$ cat config.mk
export PLATFORM = sky130hd
export DESIGN_NAME = exu_div_radix2_flat
export DESIGN_NICKNAME = d
export VERILOG_FILES = /design/src/rtl/exu_div_radix2_if.sv /design/src/rtl/exu_div_radix2.sv /design/src/flat_wrapper.sv
export SDC_FILE = /design/constraint.sdc
export NUM_CORES = 1
export LEC_CHECK = 0
export CORE_MARGIN = 8
export CORE_UTILIZATION = 34
export CTS_BUF_LIST = sky130_fd_sc_hd__clkbuf_4
export CTS_CLUSTER_SIZE = 10
export DETAILED_ROUTE_END_ITERATION = 12
export GPL_TIMING_DRIVEN = 0
export PLACE_DENSITY = 0.5
export SETUP_SLACK_MARGIN = 0.3
export SLEW_MARGIN = 20
export SYNTH_ARGS = -nofsm -noshare
export SYNTH_HDL_FRONTEND = slang
export SYNTH_SLANG_ARGS = --single-unit
$ cat constraint.sdc
create_clock -name clk -period 19.7 [get_ports clk]
set_clock_uncertainty 0.1 [all_clocks]
set_input_delay 2.955 -clock clk [delete_from_list [all_inputs] [get_ports clk]]
set_output_delay 2.955 -clock clk [all_outputs]
set_load 0.1 [all_outputs]
$ cat src/rtl/exu_div_radix2_if.sv
// Divide request/response bundle between the EXU operand muxes (master)
// and the radix-2 divider (slave).
interface exu_div_radix2_if #(
  parameter int WIDTH = 32
);
  logic             valid_in;
  logic             unsign;
  logic             rem;
  logic [WIDTH-1:0] dividend;
  logic [WIDTH-1:0] divisor;
  logic             flush;
  logic [WIDTH-1:0] result;
  logic             finish;
  logic             stall;

  modport master (
    output valid_in, unsign, rem, dividend, divisor, flush,
    input  result, finish, stall
  );

  modport slave (
    input  valid_in, unsign, rem, dividend, divisor, flush,
    output result, finish, stall
  );
endinterface

$ cat src/rtl/exu_div_radix2.sv
// Iterative radix-2 restoring divider with RV32M semantics. One quotient bit
// is produced per cycle; divide-by-zero and signed overflow bypass the loop.
module exu_div_radix2 #(
  parameter int WIDTH = 32
) (
  input logic              clk,
  input logic              rst,
  exu_div_radix2_if.slave  div_if
);

  localparam int CNT_W = $clog2(WIDTH);

  typedef enum logic [2:0] {
    IDLE,
    SETUP,
    ITER,
    FIX,
    DONE
  } state_t;

  state_t state, state_next;

  logic [WIDTH-1:0] dividend_q;
  logic [WIDTH-1:0] divisor_q;
  logic             unsign_q;
  logic             rem_q;
  logic [WIDTH-1:0] a_q;
  logic [WIDTH-1:0] b_q;
  // The stored remainder never exceeds the divisor, so its top (WIDTH+1)th
  // bit is always zero after a step; only the shifted working value is wide.
  logic [WIDTH-1:0] r_q;
  logic             sign_q;
  logic             sign_r;
  logic [CNT_W-1:0] count_q;
  logic [WIDTH-1:0] result_q;

  logic             signed_op;
  logic             div_zero;
  logic             overflow;
  logic             special;
  logic             accept;
  logic [WIDTH:0]   r_shift;
  logic [WIDTH:0]   r_sub;
  logic             r_ge;
  logic [WIDTH-1:0] q_fix;
  logic [WIDTH-1:0] rem_fix;
  logic [WIDTH-1:0] result_next;

  assign signed_op = ~unsign_q;
  assign div_zero  = (divisor_q == '0);
  assign overflow  = signed_op && (dividend_q == {1'b1, {(WIDTH-1){1'b0}}}) && (divisor_q == '1);
  assign special   = div_zero | overflow;
  assign accept    = (state == IDLE) && div_if.valid_in && !div_if.flush;

  assign r_shift = {r_q, a_q[WIDTH-1]};
  assign r_ge    = (r_shift >= {1'b0, b_q});
  assign r_sub   = r_shift - {1'b0, b_q};

  assign q_fix   = (signed_op && sign_q) ? -a_q : a_q;
  assign rem_fix = (signed_op && sign_r) ? -r_q : r_q;

  // State register; reset drops any in-flight operation without a finish.
  always_ff @(posedge clk or posedge rst) begin
    if (rst) state <= IDLE;
    else     state <= state_next;
  end

  // Next-state sequencing; flush overrides everything outside IDLE.
  always_comb begin
    state_next = state;
    case (state)
      IDLE:    if (accept) state_next = SETUP;
      SETUP:   state_next = special ? DONE : ITER;
      ITER:    if (count_q == CNT_W'(WIDTH-1)) state_next = FIX;
      FIX:     state_next = DONE;
      DONE:    state_next = IDLE;
      default: state_next = IDLE;
    endcase
    if (div_if.flush && (state != IDLE)) state_next = IDLE;
  end

  // Value loaded into result on the edge that enters DONE.
  always_comb begin
    result_next = result_q;
    if (state == SETUP) begin
      if (div_zero) result_next = rem_q ? dividend_q : '1;
      else          result_next = rem_q ? '0 : dividend_q;
    end else if (state == FIX) begin
      result_next = rem_q ? rem_fix : q_fix;
    end
  end

  // Operand capture, magnitude setup and the shift/subtract iteration.
  always_ff @(posedge clk or posedge rst) begin
    if (rst) begin
      dividend_q <= '0;
      divisor_q  <= '0;
      unsign_q   <= 1'b0;
      rem_q      <= 1'b0;
      a_q        <= '0;
      b_q        <= '0;
      r_q        <= '0;
      sign_q     <= 1'b0;
      sign_r     <= 1'b0;
      count_q    <= '0;
    end else begin
      case (state)
        IDLE: begin
          if (accept) begin
            dividend_q <= div_if.dividend;
            divisor_q  <= div_if.divisor;
            unsign_q   <= div_if.unsign;
            rem_q      <= div_if.rem;
          end
        end
        SETUP: begin
          a_q     <= (signed_op && dividend_q[WIDTH-1]) ? -dividend_q : dividend_q;
          b_q     <= (signed_op && divisor_q[WIDTH-1])  ? -divisor_q  : divisor_q;
          sign_q  <= dividend_q[WIDTH-1] ^ divisor_q[WIDTH-1];
          sign_r  <= dividend_q[WIDTH-1];
          r_q     <= '0;
          count_q <= '0;
        end
        ITER: begin
          count_q <= count_q + CNT_W'(1);
          if (r_ge) begin
            r_q <= r_sub[WIDTH-1:0];
            a_q <= {a_q[WIDTH-2:0], 1'b1};
          end else begin
            r_q <= r_shift[WIDTH-1:0];
            a_q <= {a_q[WIDTH-2:0], 1'b0};
          end
        end
        default: ;
      endcase
    end
  end

  // Result register changes only when DONE is entered, so flushes leave it intact.
  always_ff @(posedge clk or posedge rst) begin
    if (rst)                     result_q <= '0;
    else if (state_next == DONE) result_q <= result_next;
  end

  assign div_if.result = result_q;
  assign div_if.finish = (state == DONE);
  assign div_if.stall  = (state == SETUP) || (state == ITER) || (state == FIX);

endmodule
$ cat src/flat_wrapper.sv
// flat-port wrapper written by rule: the top's interface ports become plain ports
module exu_div_radix2_flat 
#(
  parameter int WIDTH = 32
)
  (clk, rst, div_if_valid_in, div_if_unsign, div_if_rem, div_if_dividend, div_if_divisor, div_if_flush, div_if_result, div_if_finish, div_if_stall);
  exu_div_radix2_if #(.WIDTH(WIDTH)) div_if_i ();
  input logic clk;
  input logic rst;
  input wire logic [$bits(div_if_i.valid_in)-1:0] div_if_valid_in;
  input wire logic [$bits(div_if_i.unsign)-1:0] div_if_unsign;
  input wire logic [$bits(div_if_i.rem)-1:0] div_if_rem;
  input wire logic [$bits(div_if_i.dividend)-1:0] div_if_dividend;
  input wire logic [$bits(div_if_i.divisor)-1:0] div_if_divisor;
  input wire logic [$bits(div_if_i.flush)-1:0] div_if_flush;
  output wire logic [$bits(div_if_i.result)-1:0] div_if_result;
  output wire logic [$bits(div_if_i.finish)-1:0] div_if_finish;
  output wire logic [$bits(div_if_i.stall)-1:0] div_if_stall;
  assign div_if_i.valid_in = div_if_valid_in;
  assign div_if_i.unsign = div_if_unsign;
  assign div_if_i.rem = div_if_rem;
  assign div_if_i.dividend = div_if_dividend;
  assign div_if_i.divisor = div_if_divisor;
  assign div_if_i.flush = div_if_flush;
  assign div_if_result = div_if_i.result;
  assign div_if_finish = div_if_i.finish;
  assign div_if_stall = div_if_i.stall;
  exu_div_radix2 #(.WIDTH(WIDTH)) u_core (.clk(clk), .rst(rst), .div_if(div_if_i));
endmodule
-- Word level (Yosys, flattened, before mapping)
Cells that the tools add are included.
- output and inout port bits: 34
- input port bits: 70
- flip-flop bits (word level): 204
- word-level logic and storage cells: 69
- $add $sub $neg: 6
- muxes and demuxes: 20
- equal/unequal tests: 8
- bitwise logic cells: 3
- magnitude comparators: 1
- reduce and logical (&&, ||, !) cells: 19
- operator list (operator ; number):
    two-way mux 32 bit ; 11
    negation 32 bit ; 4
    case mux 32 bit (2 select lines) ; 2
    equality test 32 bit, second input constant ; 2
    greater-or-equal comparator 33 x 32 -> 1 bit ; 1
    zero test 32 bit ; 1
    subtractor 32 bit ; 1
    two-way mux 3 bit ; 4
    case mux 3 bit (4 select lines) ; 1
    case mux 5 bit (2 select lines) ; 1
    logical AND 1 bit ; 9
    equality test 3 x 2 -> 1 bit, second input constant ; 2
    equality test 3 bit, second input constant ; 2
    adder 5 x 1 -> 5 bit, second input constant ; 1
    equality test 5 bit, second input constant ; 1
    AND reduction 2 bit ; 2
    nonzero test 2 bit ; 2
    equality test 3 x 1 -> 1 bit, second input constant ; 1
    zero test 3 bit ; 1
    nonzero test 3 bit ; 1
    logical OR 1 bit ; 2
    zero test 1 bit ; 1
    two-way mux 1 bit ; 1
    inverter 1 bit ; 1
    2 further kinds ; 2

-- Logic depth before layout (Yosys ltp)
- depth after elaboration: 9
- depth in mapped cells: 13
- gate-level depth less buffers: 13

-- Worst setup path before layout
No wires, ideal clock.
- kind: reg-to-output
- from: register u_core.state[0]
- to: output port div_if_stall
- data required time: 16.645 ns
- buffers on the path: 1
- stages on the path, launching flop included: 4
- setup slack: 14.846 ns
- data arrival time: 1.799 ns
- cells stage by stage: dfrtp_1 buf_2 nor2_1 nor2_1
- cells in the longest elaborated chain, start to end: 3
- elaborated cells on any way between the ends: 5
- those cells by class: eq/ne: 3; reduce/logical: 2
- ends and longest elaborated chain (element ; RTL line ; source):
    start: declaration ; exu_div_radix2.sv:21 ; state_t state, state_next;
    start signal: assignment ; exu_div_radix2.sv:65 ; else state <= state_next;
    equality test 3 x 1 -> 1 bit or equality test 3 x 2 -> 1 bit (tied branches) ; exu_div_radix2.sv:147 ; assign div_if.stall = (state == SETUP) || (state == ITER) || (state == FIX);
    logical OR 1 bit ; exu_div_radix2.sv:147 ;
    logical OR 1 bit (*) ; exu_div_radix2.sv:147 ;
    end: declaration ; flat_wrapper.sv:18 ; output wire logic [$bits(div_if_i.stall)-1:0] div_if_stall;
Mark *: on every way between the ends. The rest lies on a longest branch, timed or not.

-- Worst setup path after layout
- from: register u_core.state[0]
- to: output port div_if_finish
- cells in the longest elaborated chain, start to end: 1
- ends and longest elaborated chain (element ; RTL line ; source):
    equality test 3 bit ; exu_div_radix2.sv:146 ; assign div_if.finish = (state == DONE);
    end: declaration ; flat_wrapper.sv:17 ; output wire logic [$bits(div_if_i.finish)-1:0] div_if_finish;
No other way between the ends.

==> impl_results.md <==
* Starting Density at 0.344
* Crit path launch: u_core.state[0]
* Via count at 11508
* Reg-to-reg endpoint: u_core.r_q[29]
* Reg power frac at 0.288
* Final slew viol count at 0
* CP Data Arrival Time at about 2.7 ns
* Min-Delay Startpoint: u_core.div_if.result[7]
* CTS Sinks at 204
* Ratio of cells with drive above 1 in the final layout at 0.122
* Number of setup buffers added after CTS at 0
* Register area share after synthesis at 0.395
* Syn_nets at roughly 1500
* FF-to-FF path depth at 11
* Top area cells in the synthesized netlist: dfrtp_1, o21ai_0, mux2_2
* Top_reg_cell synth: dfrtp_1
* Synth warn at 0
* Final Cycle Share at 0.294
* H-tree depth at 2
* #FFs+latches synth at 204
* Worst hold endpoint: u_core.div_if.result[7]
* Critical Path RT at 16.65 ns
* Sw Ratio at 0.496
* CTS clk-pin slew, worst paths at about 0.06 ns
* Ports at about 100
* Post-synthesis cell area at roughly 13000 um2
* Worst-Margin Slew at ~1 ns
* Die width at 211 um
* Synth cell count leaders: dfrtp_1, o21ai_0, nand2_1
* FILL cells at roughly 3800
* Vias in the first global route at about 11000
* Die H at roughly 210 um
* DR pass1 iterations at 7
* Largest area contributor in the netlist: dfrtp_1
* Hold buffer count at cts at 0
* Clock Tree Buf Depth at 3
* First-pass GRT wire length at 67.8 mm
* FF-to-FF Start: u_core.r_q[8]
* Crit path time final at between 5 and 6 ns
* Synth unique cells at 66
* Top cell type's share of synthesized area at 0.395
* Core Area at roughly 38000 um2
* Setup TNS at 0 ns
* Routed WL per cell at 20.6 um
* Worst hold path type: reg2reg
* Peak Freq at 173 MHz
* Maximum vdd drop at 0.0729 mV
* Largest stage delay on the critical path at about 1.1 ns
* Largest net degree at the start of global routing at between 90 and 100
* Placed instance count at ~2000
* Register area at a little over 5000 um2
* Die area at around 45000 um2
* DRT iter0 DRCs at around 780
* Power density over cell area at 177 nW/um2
* Clock share of power at 0.148
* Psw at 1.35 mW
* Total track usage at 0.195
* Pleak at 6.55 nW
* Setup-failing EPs final at 0
* Initial antenna violation count at 1
* Critical path launch point type: flop
* CTS tree: built
* DR vias/cell at roughly 5.4
* Cell Rows at between 70 and 80
* Asr flop ratio synth at 1.00
* Max-cap viol count at 0
* Slowest library cell on the worst path: clkdlybuf4s50_1
* Worst reg-to-reg setup slack at about 15 ns
* Routability cong. at between 0.9 and 1
* CP Cell Sequence: buf_2 -> nor2_1 -> and2_1 -> clkdlybuf4s50_1
* Num CTS Buffers at 58
* Cell internal pwr at 1.37 mW
* CTS root buf: clkbuf_4
* Rel. slew slack at 0.329
* Critical path class: reg2out
* Count leader, synth: dfrtp_1
* Clk Latency, worst-skew pair at 0.78 ns
* # DRC at 0
* Combinational share of power at 0.564
* Crit path max fanout at 10
* Area occupied by multi-input gates at around 7300 um2
* Worst hold path depth at 1
* Post-CTS sizing at 0
* Dpl hpwl at 32.9 mm
* Port bufs at 103
* EDFF count, synth at 0
* Final WS setup at 13.91 ns
* Finished Layout Cells at ~2100
* Gate Count Post-Synth at 1402
* Mean Syn Cell Area at ~9.2 um2
* Finished Core Util at 0.410
* Drt total wl at 43.6 mm
* Antenna-violating nets left at 0
* Worst Setup Slack post-DPL at 13.78 ns
* Status: complete, no violations
* P&R area growth vs syn at 19.2%
* Fin. Hold Viols at 0
* Crit. End Element: output port
* Total gr overflow at 0
* RSZ-0062 raised after global routing: no
* Nets at around 1700
-- power by group through the flow --
stage | Clock, mW | Sequential [mW] | Combinational (mW)
global placement | 0 | 0.784 | 1.51
global route | 0.444 | 0.805 | 1.68
CTS | 0.421 | 0.781 | 1.53
finish | 0.404 | 0.783 | 1.53
detailed placement | 0 | 0.788 | 1.52
floorplan | 0 | 0.923 | 0.967
-- logic make-up after synthesis --
group                      Yosys count  synth area share
buffers and inverters              136            0.0408
adders and majority gates           40            0.0393
DFF                                204             0.395
muxes                               91            0.0771
and+or+nand+nor                    337             0.129
xor gates and xnor gates           144            0.0976
AOI/OAI and AO/OA                  450             0.221
-- metal layers --
layer	wire length, um	track usage	vias up
li1	-	-	5479
met1	20600	0.276	5561
met2	18700	0.288	395
met3	3150	0.0444	73
met4	1170	0.0712	0
met5	0	0	-
-- worst max-delay path by stage --
stage / slack (ns) / cells after the start / endpoint
2_1_floorplan: 11.08 / 1 / u_core.a_q[0]
3_3_place_gp: 7.87 / 2 / u_core.r_q[15]
3_5_place_dp: 13.78 / 6 / u_core.dividend_q[29]
4_1_cts: 13.82 / 4 / div_if_finish
5_1_grt: 13.76 / 4 / div_if_finish
6_report: 13.91 / 4 / div_if_finish
-- placed cells by master (no fill, tap or decap), types with 11 or more instances in the layout --
cell type and instances:
a32oi_1 12, o31ai_1 27, nand2_1 119, nor2_1 71, inv_1 54, a21oi_1 67, xor2_1 68, nor3_1 25
o211ai_1 27, mux2_2 68, mux2i_1 23, dfrtp_1 204, clkbuf_4 88, nand4_1 13, nand3_1 25, xnor2_1 76
clkbuf_1 63, or3_1 11, ha_1 39, a21o_1 28, clkdlybuf4s50_1 103, a31oi_1 24, o21ai_0 172, a22oi_1 39
-- stage by stage --
| step | hold slack (ns) | power (mW) | cell area, um2 |
|---|---|---|---|
| 4_1_cts | 0.381 | 2.73 | 15400 |
| 3_5_place_dp | 0.366 | 2.31 | 14700 |
| 6_report | 0.376 | 2.72 | 15400 |
| 2_1_floorplan | 0.349 | 1.89 | 12900 |
| 3_3_place_gp | 0.364 | 2.30 | 14600 |
| 5_1_grt | 0.395 | 2.93 | 15400 |
-- area by class of cell --
type | instances | area share
antenna | 1 | 0.000162
buffer | 80 | 0.0206
clock buffer | 88 | 0.0429
clock inverter | 13 | 0.00528
inverter | 56 | 0.0141
multi-input combinational | 1062 | 0.473
sequential | 204 | 0.331
tap | 511 | 0.0415
timing repair buffer | 105 | 0.0705
-- critical path: cells and delay by family (launching register included) --
kind | cells | cell delay, ns
DFF | 1 | 0.35
buffers and inverters | 2 | 1.30
and+or+nand+nor | 2 | 0.35
-- state kept, by name, indices dropped and copies added (netlist names) --
name                  count
u_core.a_q               32
u_core.b_q               32
u_core.div_if.result     32
u_core.dividend_q        32
u_core.divisor_q         32
u_core.r_q               32
u_core.count_q            5
u_core.state              3
u_core.rem_q              1
u_core.sign_q             1
u_core.sign_r             1
u_core.unsign_q           1
No activity file was read; power rests on OpenSTA's default activity.
